===== src/rtl/prog_loader_pkg.sv =====
// Shared types and constants for the program loader: state encoding, header
// field positions and the widths of the computer's test/load port.
package prog_loader_pkg;

  localparam int ADDR_W       = 8;
  localparam int DATA_W       = 16;
  localparam int HDR_ADDR_MSB = 15;
  localparam int HDR_ADDR_LSB = 8;
  localparam int HDR_CNT_MSB  = 7;
  localparam int HDR_CNT_LSB  = 0;
  localparam int CNT_W        = HDR_CNT_MSB - HDR_CNT_LSB + 1;

  typedef enum logic [2:0] {
    ST_IDLE,
    ST_LOAD,
    ST_CRST,
    ST_RUN,
    ST_RESULT
  } state_e;

endpackage


===== src/rtl/prog_loader_run_timer.sv =====
// Run-cycle counter: clears while the CPU is not running, counts enabled
// cycles, and flags the terminal count TIMEOUT-1 (TIMEOUT must be < 2**CW).
module prog_loader_run_timer #(
  parameter int TIMEOUT = 4096,
  parameter int CW      = 16
) (
  input  logic          clk,
  input  logic          reset,
  input  logic          clear,
  input  logic          enable,
  output logic [CW-1:0] count,
  output logic          tc
);

  // NOTE: sequential state is updated only with non-blocking assignments so
  // every flop samples pre-edge values regardless of process ordering.
  always_ff @(posedge clk) begin
    if (reset || clear) begin
      count <= '0;
    end else if (enable) begin
      count <= count + CW'(1);
    end
  end

  assign tc = (count == CW'(TIMEOUT - 1));

endmodule


===== src/rtl/prog_loader.sv =====
// Host-side loader: takes a header plus N data words, writes them into CPU
// memory, pulses cpu_reset, runs the CPU until done or timeout, holds result.
module prog_loader
  import prog_loader_pkg::*;
#(
  parameter int TIMEOUT = 4096,
  parameter int CW      = 16
) (
  input  logic              clk,
  input  logic              reset,
  input  logic              in_valid,
  input  logic [DATA_W-1:0] in_data,
  output logic              in_ready,
  output logic [ADDR_W-1:0] addr_tb,
  output logic [DATA_W-1:0] data_tb,
  output logic              we_tb,
  output logic              cpu_reset,
  output logic              cpu_on,
  input  logic              done,
  input  logic [DATA_W-1:0] out_r,
  output logic              busy,
  output logic              res_valid,
  input  logic              res_ack,
  output logic [DATA_W-1:0] result,
  output logic              timeout,
  output logic [CW-1:0]     cycles
);

  state_e             state;
  state_e             state_nxt;
  logic [ADDR_W-1:0]  ptr;
  logic [CNT_W-1:0]   remaining;
  logic               accept;
  logic               run_end;
  logic               tc;

  assign accept  = in_valid && in_ready;
  assign run_end = (state == ST_RUN) && (done || tc);

  always_ff @(posedge clk) begin
    if (reset) state <= ST_IDLE;
    else       state <= state_nxt;
  end

  // NOTE: every combinational output gets a default first, so no path through
  // the case statement can leave a signal unassigned and infer a latch.
  always_comb begin
    state_nxt = state;
    case (state)
      ST_IDLE: begin
        if (accept) begin
          state_nxt = (in_data[HDR_CNT_MSB:HDR_CNT_LSB] == '0) ? ST_CRST : ST_LOAD;
        end
      end
      ST_LOAD:   if (accept && remaining == CNT_W'(1)) state_nxt = ST_CRST;
      ST_CRST:   state_nxt = ST_RUN;
      ST_RUN:    if (done || tc) state_nxt = ST_RESULT;
      ST_RESULT: if (res_ack && res_valid) state_nxt = ST_IDLE;
      default:   state_nxt = ST_IDLE;
    endcase
  end

  // Handshake and CPU control are decoded from the state register only.
  always_comb begin
    in_ready  = 1'b0;
    busy      = 1'b1;
    cpu_on    = 1'b0;
    cpu_reset = 1'b0;
    case (state)
      ST_IDLE: begin
        in_ready = 1'b1;
        busy     = 1'b0;
      end
      ST_LOAD: in_ready  = 1'b1;
      ST_CRST: cpu_reset = 1'b1;
      ST_RUN:  cpu_on    = 1'b1;
      default: ;
    endcase
  end

  // NOTE: reset clears every datapath register so an abort mid-load drops
  // the pending write and leaves no stale result behind.
  always_ff @(posedge clk) begin
    if (reset) begin
      ptr       <= '0;
      remaining <= '0;
      we_tb     <= 1'b0;
      addr_tb   <= '0;
      data_tb   <= '0;
      res_valid <= 1'b0;
      result    <= '0;
      timeout   <= 1'b0;
    end else begin
      we_tb <= 1'b0;
      if (state == ST_IDLE && accept) begin
        ptr       <= in_data[HDR_ADDR_MSB:HDR_ADDR_LSB];
        remaining <= in_data[HDR_CNT_MSB:HDR_CNT_LSB];
      end
      // Pointer wraps naturally at 256, matching the CPU's 8-bit address space.
      if (state == ST_LOAD && accept) begin
        we_tb     <= 1'b1;
        addr_tb   <= ptr;
        data_tb   <= in_data;
        ptr       <= ptr + ADDR_W'(1);
        remaining <= remaining - CNT_W'(1);
      end
      if (run_end) begin
        res_valid <= 1'b1;
        timeout   <= !done;
        result    <= done ? out_r : '0;
      end
      if (state == ST_RESULT && res_ack && res_valid) begin
        res_valid <= 1'b0;
      end
    end
  end

  // The count freezes on the done/abort cycle and is held through RESULT.
  prog_loader_run_timer #(
    .TIMEOUT (TIMEOUT),
    .CW      (CW)
  ) u_run_timer (
    .clk    (clk),
    .reset  (reset),
    .clear  (!(state == ST_RUN || state == ST_RESULT)),
    .enable (state == ST_RUN && !done && !tc),
    .count  (cycles),
    .tc     (tc)
  );

endmodule


===== config.mk =====
export PLATFORM = sky130hd
export DESIGN_NAME = prog_loader
export DESIGN_NICKNAME = d
export VERILOG_FILES = /design/src/rtl/prog_loader_pkg.sv /design/src/rtl/prog_loader_run_timer.sv /design/src/rtl/prog_loader.sv
export SDC_FILE = /design/constraint.sdc
export NUM_CORES = 1
export LEC_CHECK = 0
export CAP_MARGIN = 20
export CORE_MARGIN = 2
export CORE_UTILIZATION = 35
export DETAILED_ROUTE_END_ITERATION = 10
export SLEW_MARGIN = 20
export SYNTH_ARGS = -nofsm -noshare
export SYNTH_HDL_FRONTEND = slang
export SYNTH_HIERARCHICAL = 1
export SYNTH_SLANG_ARGS = --single-unit

===== constraint.sdc =====
create_clock -name clk -period 5.5 [get_ports clk]
set_clock_uncertainty 0.2 [all_clocks]
set_input_delay 0.55 -clock clk [delete_from_list [all_inputs] [get_ports clk]]
set_output_delay 0.55 -clock clk [all_outputs]
set_load 0.01 [all_outputs]

* Yosys cells after proc, flatten, opt, wreduce, memory -nomap -nowiden
Index checks and enable logic that the tools add are counted. Widths: inputs -> output; s select.
Operators by class: $lt $le $gt $ge 0, bitwise operators 0, reduce and logical (&&, ||, !) cells 22, $add $sub $neg 3, shift-type cells 0, $mul 0, div/mod/pow operators 0, multiplexer cells 16, equal/unequal tests 10
Operator list (number):
- $mux 8 | 4
- $add 16x1->16 const B | 1
- $eq 16x12->1 const B | 1
- $mux 16 | 1
- $pmux 3 s5 | 1
- $mux 3 | 4
- $logic_and 1x1->1 | 10
- $add 8x1->8 const B | 1
- $eq 8x1->1 const B | 1
- $logic_not 8->1 | 1
- $sub 8x1->8 const B | 1
- $eq 3x2->1 const B | 2
- $ne 2x2->1 const B | 3
- $mux 1 | 5
- $reduce_and 4->1 | 1
- $reduce_or 2->1 | 2
- $eq 3x1->1 const B | 1
- $eq 3x3->1 const B | 1
- $logic_not 1->1 | 3
- $logic_not 3->1 | 1
- $logic_or 1x1->1 | 3
- $mux 2 | 1
- $ne 2x1->1 const B | 1
- $reduce_bool 2->1 | 1
Storage, ports and cells: bits in writable memories 0, memory bits (read-only) 0, logic and storage cells 61, register bits after elaboration 78, memories kept 0, bits in latches 0, input port bits 37

* Logic depth before layout (Yosys ltp)
Gate-level depths: netlist of run 1.
depth in word-level cells 7, depth in mapped cells 8, gate-level depth less buffers 7

* By module
Netlist of run 1, hierarchy kept.
By module, submodules not included:
- prog_loader | times used 1, area an instance 2687.6 um2, cells an instance 314, sequential area each 1241.2 um2
- prog_loader_run_timer | times used 1, area an instance 788.3 um2, cells an instance 88, sequential area each 320.3 um2

* Worst setup path before layout of run 1
OpenSTA, ideal clock, no wires.
kind register -> register, from reg u_run_timer.count[3], to reg u_run_timer.count[6], data arrival time 1.902 ns, clock period less this slack 2.217 ns, buffers on the path 2, stages on the path, launching flop included 9, setup slack 3.283 ns, path through dfxtp_1 nand3_2 buf_4 nor4_1 nor3b_1 buf_2 nand3_1 nor3_1 o21a_1
On the way: word-level cells in the longest chain between the ends 3
Ends and longest elaborated chain:
- start: declaration | line prog_loader_run_timer.sv:11 | output logic [CW-1:0] count,
- start signal: assignment | line prog_loader_run_timer.sv:21 | count <= count + CW'(1);
- $eq 16x12->1 | line prog_loader_run_timer.sv:25 | assign tc = (count == CW'(TIMEOUT - 1));
- via tc | line prog_loader.sv:35 | logic tc;
- $logic_not 1->1 | line prog_loader.sv:126 | .enable (state == ST_RUN && !done && !tc),
- $logic_and 1x1->1 | line prog_loader.sv:126
The timed path passes the listed nets, and every way through them passes these cells. A chain may end at the register's enable or synchronous reset.

* Final worst setup path of run 1
from reg state[0], to reg u_run_timer.count[7]
On the way: word-level cells in the longest chain between the ends 4
Ends and longest elaborated chain:
- start: declaration | line prog_loader.sv:29 | state_e state;
- start signal: assignment | line prog_loader.sv:42 | else state <= state_nxt;
- $eq 3x2->1 / $eq 3x3->1 (equally long branches) | line prog_loader.sv:125, prog_loader.sv:126
- $logic_or 1x1->1 | line prog_loader.sv:125 | .clear (!(state == ST_RUN || state == ST_RESULT)),
- $logic_not 1->1 | line prog_loader.sv:125
- $logic_or 1x1->1 | line prog_loader_run_timer.sv:18 | if (reset || clear) begin
Parallel ways exist; a longest one is shown, timed or not.

==> results of run 1 <==
where the power goes:
part / total (uW) / switching, uW / internal (uW) / leakage [uW]
registers: 630 / 32.7 / 597 / 0.000633
clock network: 514 / 213 / 301 / 0.000112
logic: 242 / 127 / 115 / 0.000774
total: 1390 / 372 / 1010 / 0.00152
metrics by stage:
step                      cells  area, um^2  hold slack (ps)  power (uW)
after global routing        624        4720              279        1450
final                       624        4720              257        1390
after global placement      608        4480              244         879
after CTS                   624        4720              261        1400
after floorplan             402        3480              245         792
after detailed placement    608        4480              249         883
registers in the layout, indices dropped and copies added (netlist names):
name	flops
addr_tb	8
res_valid	1
ptr	8
remaining	8
we_tb	1
result	16
u_run_timer/count	16
timeout	1
state	3
data_tb	16
worst max-delay path, delay by kind of cell (launching register included):
| family | cells | cell delay (ps) |
|---|---|---|
| AO/OA/AOI/OAI | 1 | 160 |
| buffers and inverters | 1 | 330 |
| flip-flops | 1 | 320 |
| AND/OR/NAND/NOR | 4 | 2100 |
routing by layer:
layer | part of all wire (%) | track usage (%) | vias to the layer above
met1 | 48 | 21.3 | 1505
met4 | 1.4 | 5.50 | 0
li1 | - | - | 1617
met3 | 5.9 | 4.34 | 11
met5 | 0 | 0 | -
met2 | 45 | 25.7 | 89
how the worst min path moves through the flow:
stage / depth (start not counted) / end / start
6_report: 2 / addr_tb[1] / addr_tb[1]
5_1_grt: 2 / addr_tb[6] / addr_tb[6]
4_1_cts: 2 / addr_tb[1] / addr_tb[1]
3_5_place_dp: 2 / addr_tb[6] / addr_tb[6]
3_3_place_gp: 2 / data_tb[15] / data_tb[15]
2_1_floorplan: 2 / addr_tb[6] / ptr[6]
kinds of logic after synthesis:
| kind of cell | after synthesis |
|---|---|
| simple gates | 168 |
| compound gates | 101 |
| flops | 78 |
| buf+inv | 35 |
| mux | 12 |
| xor+xnor | 4 |
| fa+ha+maj | 4 |
cell usage in the layout (no fill, tap or decap), drive strengths merged, types with 4 or more instances in the layout:
master / instances
nand2: 67
clkbuf: 10
nor3b: 4
o21ai: 8
ha: 4
a21oi: 41
nand3: 10
a22oi: 21
mux2i: 11
dfxtp: 78
nand2b: 4
inv: 7
clkdlybuf4s50: 98
o31ai: 4
or4: 5
nor4: 12
nor2: 35
nand4: 7
nor3: 4
a211oi: 8
or3: 7
cell type report:
type / instances / share of cell area [%]
Clock inverter: 6 / 2.33
Sequential cell: 78 / 33.1
Tap cell: 133 / 3.52
Multi-Input combinational cell: 289 / 36.7
Timing Repair Buffer: 101 / 21.2
Inverter: 7 / 0.556
Clock buffer: 10 / 2.70
==> results.md, run 1 <==
* Status: finished, final reports clean
* Post-CTS setup buffer count at 0
* Post-cts resize count at 0
* NumNets Final at 527
* CP startpoint kind: flip-flop
* Total gr overflow at 0
* Req. time, crit path at 5580 ps
* Final worst-path cycle share at 57.7%
* Gp weighted congestion at 0.825
* Worst Setup EP: u_run_timer/count[7]
* Post-Route Utilization at 48.8%
* Main synth FF type: dfxtp_1
* Num CTS Buffers at 9
* Complex-gate fraction of the synthesized area at 18.9%
* Layout cells sized above 1 at 6.72%
* Worst setup path startpoint: state[0]
* FMAX at 0.315 GHz
* Reg2reg start: state[0]
* Worst slew pin tran at around 990 ps
* Max clock buf depth at 2
* Antenna violations before repair at 0
* Gr usage total at 16.2%
* Hold Fails Final Rpt at 0
* Synth top cells by count: dfxtp_1 (78), nand2_1 (67), a21oi_1 (40), nor2_1 (34), a22oi_1 (21)
* IO Count at 100
* Clk sinks at 78
* DRT Pass-1 Iters at 4
* Worst hold path type: flip-flop to flip-flop
* Power per cell area at ~290 nW/um^2
* CP Max Fanout at 34
* Critical path type: flip-flop to flip-flop
* Top-count cell post-synth: dfxtp_1
* Cell Area, Synth at between 3000 and 4000 um^2
* CTS H-Tree Depth at 3
* Core area at roughly 9700 um^2
* Worst slew margin at 33.6%
* Leakage at ~0.0015 uW
* Async SR Flop Fraction at 0%
* Mapped Cells at 402
* Area Overhead vs Synth at 35.9%
* Peak supply drop at 145 uV
* Top cells by area, synth: dfxtp_1 (45%), nand2_1 (7.2%), a21oi_1 (5.8%)
* Slew Limit Fails at 0
* Xor-xnor portion of the synthesized cell area at 1.01%
* Die W at between 100 and 150 um
* Synth Area in Adders at under 10%
* Yosys Warn Count at 6
* Post-synthesis sequential area ratio at 44.9%
* Die Area at 10,700 um^2
* Top-area cell type share of the netlist area at 44.9%
* Reg2reg end: u_run_timer/count[7]
* Clk Tree Root Cell: clkbuf_8
* Post-Syn Nets at 443
* CTS tree: done
* DP Worst Slack at ~2200 ps
* WL/cell at roughly 14 um
* Starting Density at about 36%
* Port bufs at 99
* DRC at 0
* Drt total wl at a little under 9000 um
* Vias in the first global route at 2,956
* Hold_buf cts at 0
* Max_cap viols at 0
* Die Ht at 104 um
* Multi-input combinational cell area at 1730 um^2
* Max incr delay on CP at 830 ps
* Crit path time final at 3170 ps
* Final ANT Viol Nets at 0
* Syn Area/Cell at between 8 and 9 um^2
* Setup Total Neg Slack at 0 ps
* Synth Area in Simple Gates at between 20% and 30%
* Sequential cell area at about 1600 um^2
* Critical Path AT at 3260 ps
* Worst setup EP type: flip-flop
* Netlist cell types at 58
* Slowest cell on the critical path: nor3b_1
* Dpl hpwl at 5850 um
* N_diodes at 0
* Post-route setup slack at 2330 ps
* Fillers at 985
* Row Count at 36
* First-pass GRT wire length at 14,400 um
* Largest net degree at the start of global routing at 71
* Cell breakdown of the critical path: buf_4 > and3b_1 > nor3b_1 > nand4_2 > or4_1 > a21oi_1
* Final setup fails at 0
* Yosys top cell by area: dfxtp_1
* R2R cell count at 6
* DRT iter0 DRCs at 140
* Number of flops mapped to enable cells by yosys at 0
* Mux share of post-synthesis cell area at 3.49%
* Vias per std cell at 5.16
* Clock Pin Slew Worst Setup and Hold Paths at approximately 80 ps
* Clk Latency, worst-skew pair at 350 ps
* Largest family of logic cells by synthesized area: simple AND/OR/NAND/NOR gates
* Vias at roughly 3,200
* Yosys reg bits at slightly below 80
* RSZ-0062 raised after global routing: false
* Flop2flop setup slack at 2330 ps
Power figures use the tool's default switching activity.
==> inputs of run 2 (changes only) <==
- clock period: 5.5 -> 2.6 ns (I/O delays scaled with it)
==> run 2 against run 1 <==
  * Non-clock buffer count up 10
  * Global-route usage up 0.36 points
  * Final cell count up 1.6%
  * Design area up 1.5%
  * Hold slack worse by 51 ps
  * Highest routed layer unchanged
  * Critical path depth up 2
  * Setup slack worse by 2100 ps
==> results.md, run 2 (same netlist as run 1, synthesis figures left out) <==
* Post-Route Utilization at 49.5%
* Die Area at around 11,000 um^2
* Fillers at 948
* Clk sinks at 78
* Max_cap viols at 0
* Wl on met1 at 4270 um
* Final worst-path cycle share at between 90 and 100%
* DRT Pass-1 Iters at 4
* Post-CTS setup buffer count at 0
* Critical Path AT at 2480 ps
* Cells on Worst Hold Path at 2
* Worst setup EP type: flip-flop
* FMAX at roughly 0.42 GHz
* Crit path time final at between 2000 and 2500 ps
* Row Count at 36
* Final ANT Viol Nets at 0
* Flop2flop setup slack at 200 ps
* Commonest cells after routing, fill and taps aside: clkdlybuf4s50_1 (98), dfxtp_1 (78), nand2_1 (67)
* Power per cell area at 618 nW/um^2
* Die W at 104 um
* Gp weighted congestion at approximately 0.83
* Final std cells w/o fill at 634
* Max clock buf depth at 2
* Peak supply drop at 303 uV
* Hold_buf cts at 0
* CP startpoint kind: flip-flop
* CP Buf/Inv Count at 1
* Post-DP Area at ~4600 um^2
* Hold Fails Final Rpt at 0
* Layout cells sized above 1 at 8.58%
* Vias in the first global route at 3,035
* CP Max Fanout at 10
* N_diodes at 0
* NumNets Final at 537
* Area Overhead vs Synth at 37.9%
* Clk Tree Root Cell: clkbuf_8
* Req. time, crit path at 2680 ps
* Top delay family on crit path: simple AND/OR/NAND/NOR gates
* DRT iter0 DRCs at around 80
* Worst hold path type: primary input to flip-flop
* Clock Pin Slew Worst Setup and Hold Paths at around 80 ps
* Die Ht at a little over 100 um
* WL met3 at between 500 and 600 um
* IO Count at 100
* Starting Density at 35.9%
* Antenna violations before repair at 0
* Final setup fails at 0
* Port bufs at around 100
* CTS H-Tree Depth at 3
* Leakage at 0.00157 uW
* Post-layout instance area at 4790 um^2
* Total design power at 2960 uW
* Met2 wire length at 3970 um
* Post-cts resize count at 0
* Gr usage total at 16.5%
* RSZ-0062 raised after global routing: false
* Drt total wl at 8930 um
* Critical path type: flip-flop to flip-flop
* Total gr overflow at 0
* Status: finished, final reports clean
* Cell breakdown of the critical path: ha_1 > nand3_1 > nor4_1 > nor3b_1 > buf_4 > nand4_2 > or4_1 > a21oi_1
* Core area at 9680 um^2
* Setup Total Neg Slack at 0 ps
* Max incr delay on CP at 490 ps
* R2R cell count at 8
* Vias at 3,286
* Max Used Layer: met4
* Placed instance count at 618
* Slew Limit Fails at 0
* Vias per std cell at 5.18
* Clk Latency, worst-skew pair at 350 ps
* Num CTS Buffers at 9
* Largest regs: data_tb x16, result x16, u_run_timer/count x16
* First-pass GRT wire length at between 10,000 and 15,000 um
* Worst slew margin at 48.5%
* Worst slew pin tran at just under 800 ps
* Most common cell after layout, fill and taps aside: clkdlybuf4s50_1
* CP Depth at 8
* WL/cell at 14.1 um
* Largest net degree at the start of global routing at 34
* CTS tree: done
* Slowest cell on the critical path: or4_1
* DRC at 0
* Dpl hpwl at 6140 um
## run 2: cell types whose count changed in the layout (fill, tap and decap cells not counted), sizes merged
cell	previous run	this run
buf	3	13
## run 2: worst paths after layout
kind / start / end
max: u_run_timer/count[0] / u_run_timer/count[7]
min: reset / data_tb[6]
max reg2reg: u_run_timer/count[0] / u_run_timer/count[7]
min reg2reg: addr_tb[7] / addr_tb[7]
## run 2: report_power, final
group | leakage (uW) | total, uW | switching, uW | internal, uW
Clock | 0.000112 | 1100 | 464 | 637
Combinational | 0.000823 | 538 | 277 | 260
Sequential | 0.000633 | 1320 | 60.6 | 1260
## run 2: routing by layer
layer	GRT usage, %	vias to the layer above
met4	6.66	0
li1	-	1638
met2	24.9	99
met5	0	-
met1	22.8	1535
met3	3.84	14
## run 2: area by class of cell
type	count	area (um^2)	share of cell area, %
Clock buffer	10	128	2.66
Clock inverter	6	110	2.30
Inverter	7	26.3	0.548
Multi-Input combinational cell	289	1730	36.0
Sequential cell	78	1560	32.6
Tap cell	133	166	3.47
Timing Repair Buffer	111	1080	22.4
## run 2: per-stage QoR
| step | hold slack, ps | setup WS (ps) |
|---|---|---|
| 6_report | 205 | 204 |
| 5_1_grt | 221 | 41.8 |
| 4_1_cts | 192 | 199 |
| 3_5_place_dp | 246 | 189 |
| 3_3_place_gp | 243 | 268 |
| 2_1_floorplan | 176 | 383 |
==> inputs of run 3 (changes only) <==
- CORE_ASPECT_RATIO: default -> 0.5
- CORE_UTILIZATION: 35 -> 43
- PLACE_DENSITY: default -> 0.76
==> run 3 against run 2 <==
  * Combinational power fell by 0.9%
  * Final cell count fell by 3.2%
  * Clock power rose by 23%
  * Design area rose by 1.5%
  * Power rose by 8.4%
  * Utilization rose by 12 points
  * Highest routed layer unchanged
  * Sequential cell count did not move
  * Register-to-register slack improved by 97 ps
  * Die area fell by 18%
==> results.md, run 3 (same netlist as run 1, synthesis figures left out) <==
* Die W at 131 um
* IO Count at 100
* Status: finished, final reports clean
* Flop2flop setup slack at 300 ps
* Worst setup EP type: flip-flop
* CP startpoint kind: flip-flop
* Clk Latency, worst-skew pair at 330 ps
* DRC at 0
* Max_cap viols at 0
* Commonest cells after routing, fill and taps aside: clkdlybuf4s50_1 (98), dfxtp_1 (78), nand2_1 (67)
* FMAX at around 0.43 GHz
* Final worst-path cycle share at 88.4%
* Largest net degree at the start of global routing at 33
* First-pass GRT wire length at 13,900 um
* Hold Fails Final Rpt at 0
* Clock Pin Slew Worst Setup and Hold Paths at about 60 ps
* Hold_buf cts at 0
* Core area at 7910 um^2
* Crit path time final at 2300 ps
* Dpl hpwl at about 6000 um
* Antenna violations before repair at 0
* Vias per std cell at 5.20
* Critical path type: flip-flop to flip-flop
* Total gr overflow at 0
* Worst hold path type: primary input to flip-flop
* Fillers at 684
* Power per cell area at 660 nW/um^2
* Num CTS Buffers at 9
* CP Max Fanout at 9
* RSZ-0062 raised after global routing: false
* Max clock buf depth at 2
* Vias in the first global route at 2,912
* Final std cells w/o fill at 614
* Die Ht at 67.6 um
* Die Area at roughly 8900 um^2
* Worst slew pin tran at 743 ps
* Most common cell after layout, fill and taps aside: clkdlybuf4s50_1
* WL/cell at 14.1 um
* Post-route setup slack at 301 ps
* Worst slew margin at 50.5%
* Area Overhead vs Synth at 40.0%
* Multi-input combinational cell area at 1730 um^2
* Final setup fails at 0
* Row Count at 23
* Starting Density at between 40% and 50%
* Req. time, crit path at between 2000 and 3000 ps
* CTS tree: done
* Critical Path AT at 2360 ps
* Clk Tree Root Cell: clkbuf_16
* NumNets Final at 538
* DRT Pass-1 Iters at 4
* Largest regs: data_tb x16, result x16, u_run_timer/count x16
* Leakage at 0.00162 uW
* Clk sinks at ~80
* Gp weighted congestion at just over 0.8
* Placed instance count at 598
* Slew Limit Fails at 0
* Drt total wl at 8680 um
* Vias at 3,194
* Port bufs at 99
* Post-cts resize count at 0
* N_diodes at 0
* Sequential cell area at 1560 um^2
* Setup Total Neg Slack at 0 ps
* Layout cells sized above 1 at 9.16%
* DRT iter0 DRCs at 213
* DP Worst Slack at 291 ps
* Final ANT Viol Nets at 0
* Gr usage total at 19.5%
* CTS H-Tree Depth at 3
* Peak supply drop at roughly 400 uV
* Post-CTS setup buffer count at 0
[run 3: cell types whose count changed in the layout (fill, tap and decap cells not counted), sizes merged]
cell      before  now
clkinv         1    3
clkinvlp       2    0
buf           13   14
bufinv         3    2
inv            7    8
[run 3: metrics by stage]
stage                     instance area, um^2  hold WS (ps)  util [%]  total power [uW]
after floorplan                          3480           176         -              1680
final                                    4870           157      61.5              3210
after CTS                                4860           154      61.4              3230
after global placement                   4540           242      57.3              1870
after detailed placement                 4540           247      57.3              1880
after global routing                     4870           191      61.5              3350
[run 3: critical path: stages (launching register included)]
cell and delay (ps):
dfxtp_1 400, and3b_1 350, nor3b_1 210, buf_4 190
nand3_1 250, or4_1 480, a21oi_1 150
[run 3: layer usage]
metal  vias to the layer above  share of wire (%)  track usage, %
li1                       1637                  -               -
met1                      1471                 47            23.9
met2                        81                 46            32.9
met3                         5                6.1            6.91
met4                         0               0.47            6.11
met5                         -                  0               0
[run 3: worst paths after layout]
check               from                    end  depth (start not counted)
min reg2reg  data_tb[12]            data_tb[12]                          2
max reg2reg     state[2]  u_run_timer/count[10]                          6
max             state[2]  u_run_timer/count[10]                          6
min                reset             result[11]                          2
[run 3: area by class of cell]
type | instances | share of cell area (%)
Clock buffer | 10 | 4.91
Inverter | 7 | 0.540
Sequential cell | 78 | 32.1
Timing Repair Buffer | 112 | 22.3
Tap cell | 112 | 2.88
Clock inverter | 6 | 1.72
Multi-Input combinational cell | 289 | 35.6
[run 3: report_power, final]
| group | total [uW] | internal (uW) | switching (uW) |
|---|---|---|---|
| Combinational | 533 | 259 | 274 |
| Sequential | 1330 | 1270 | 62.9 |
| Clock | 1350 | 864 | 485 |
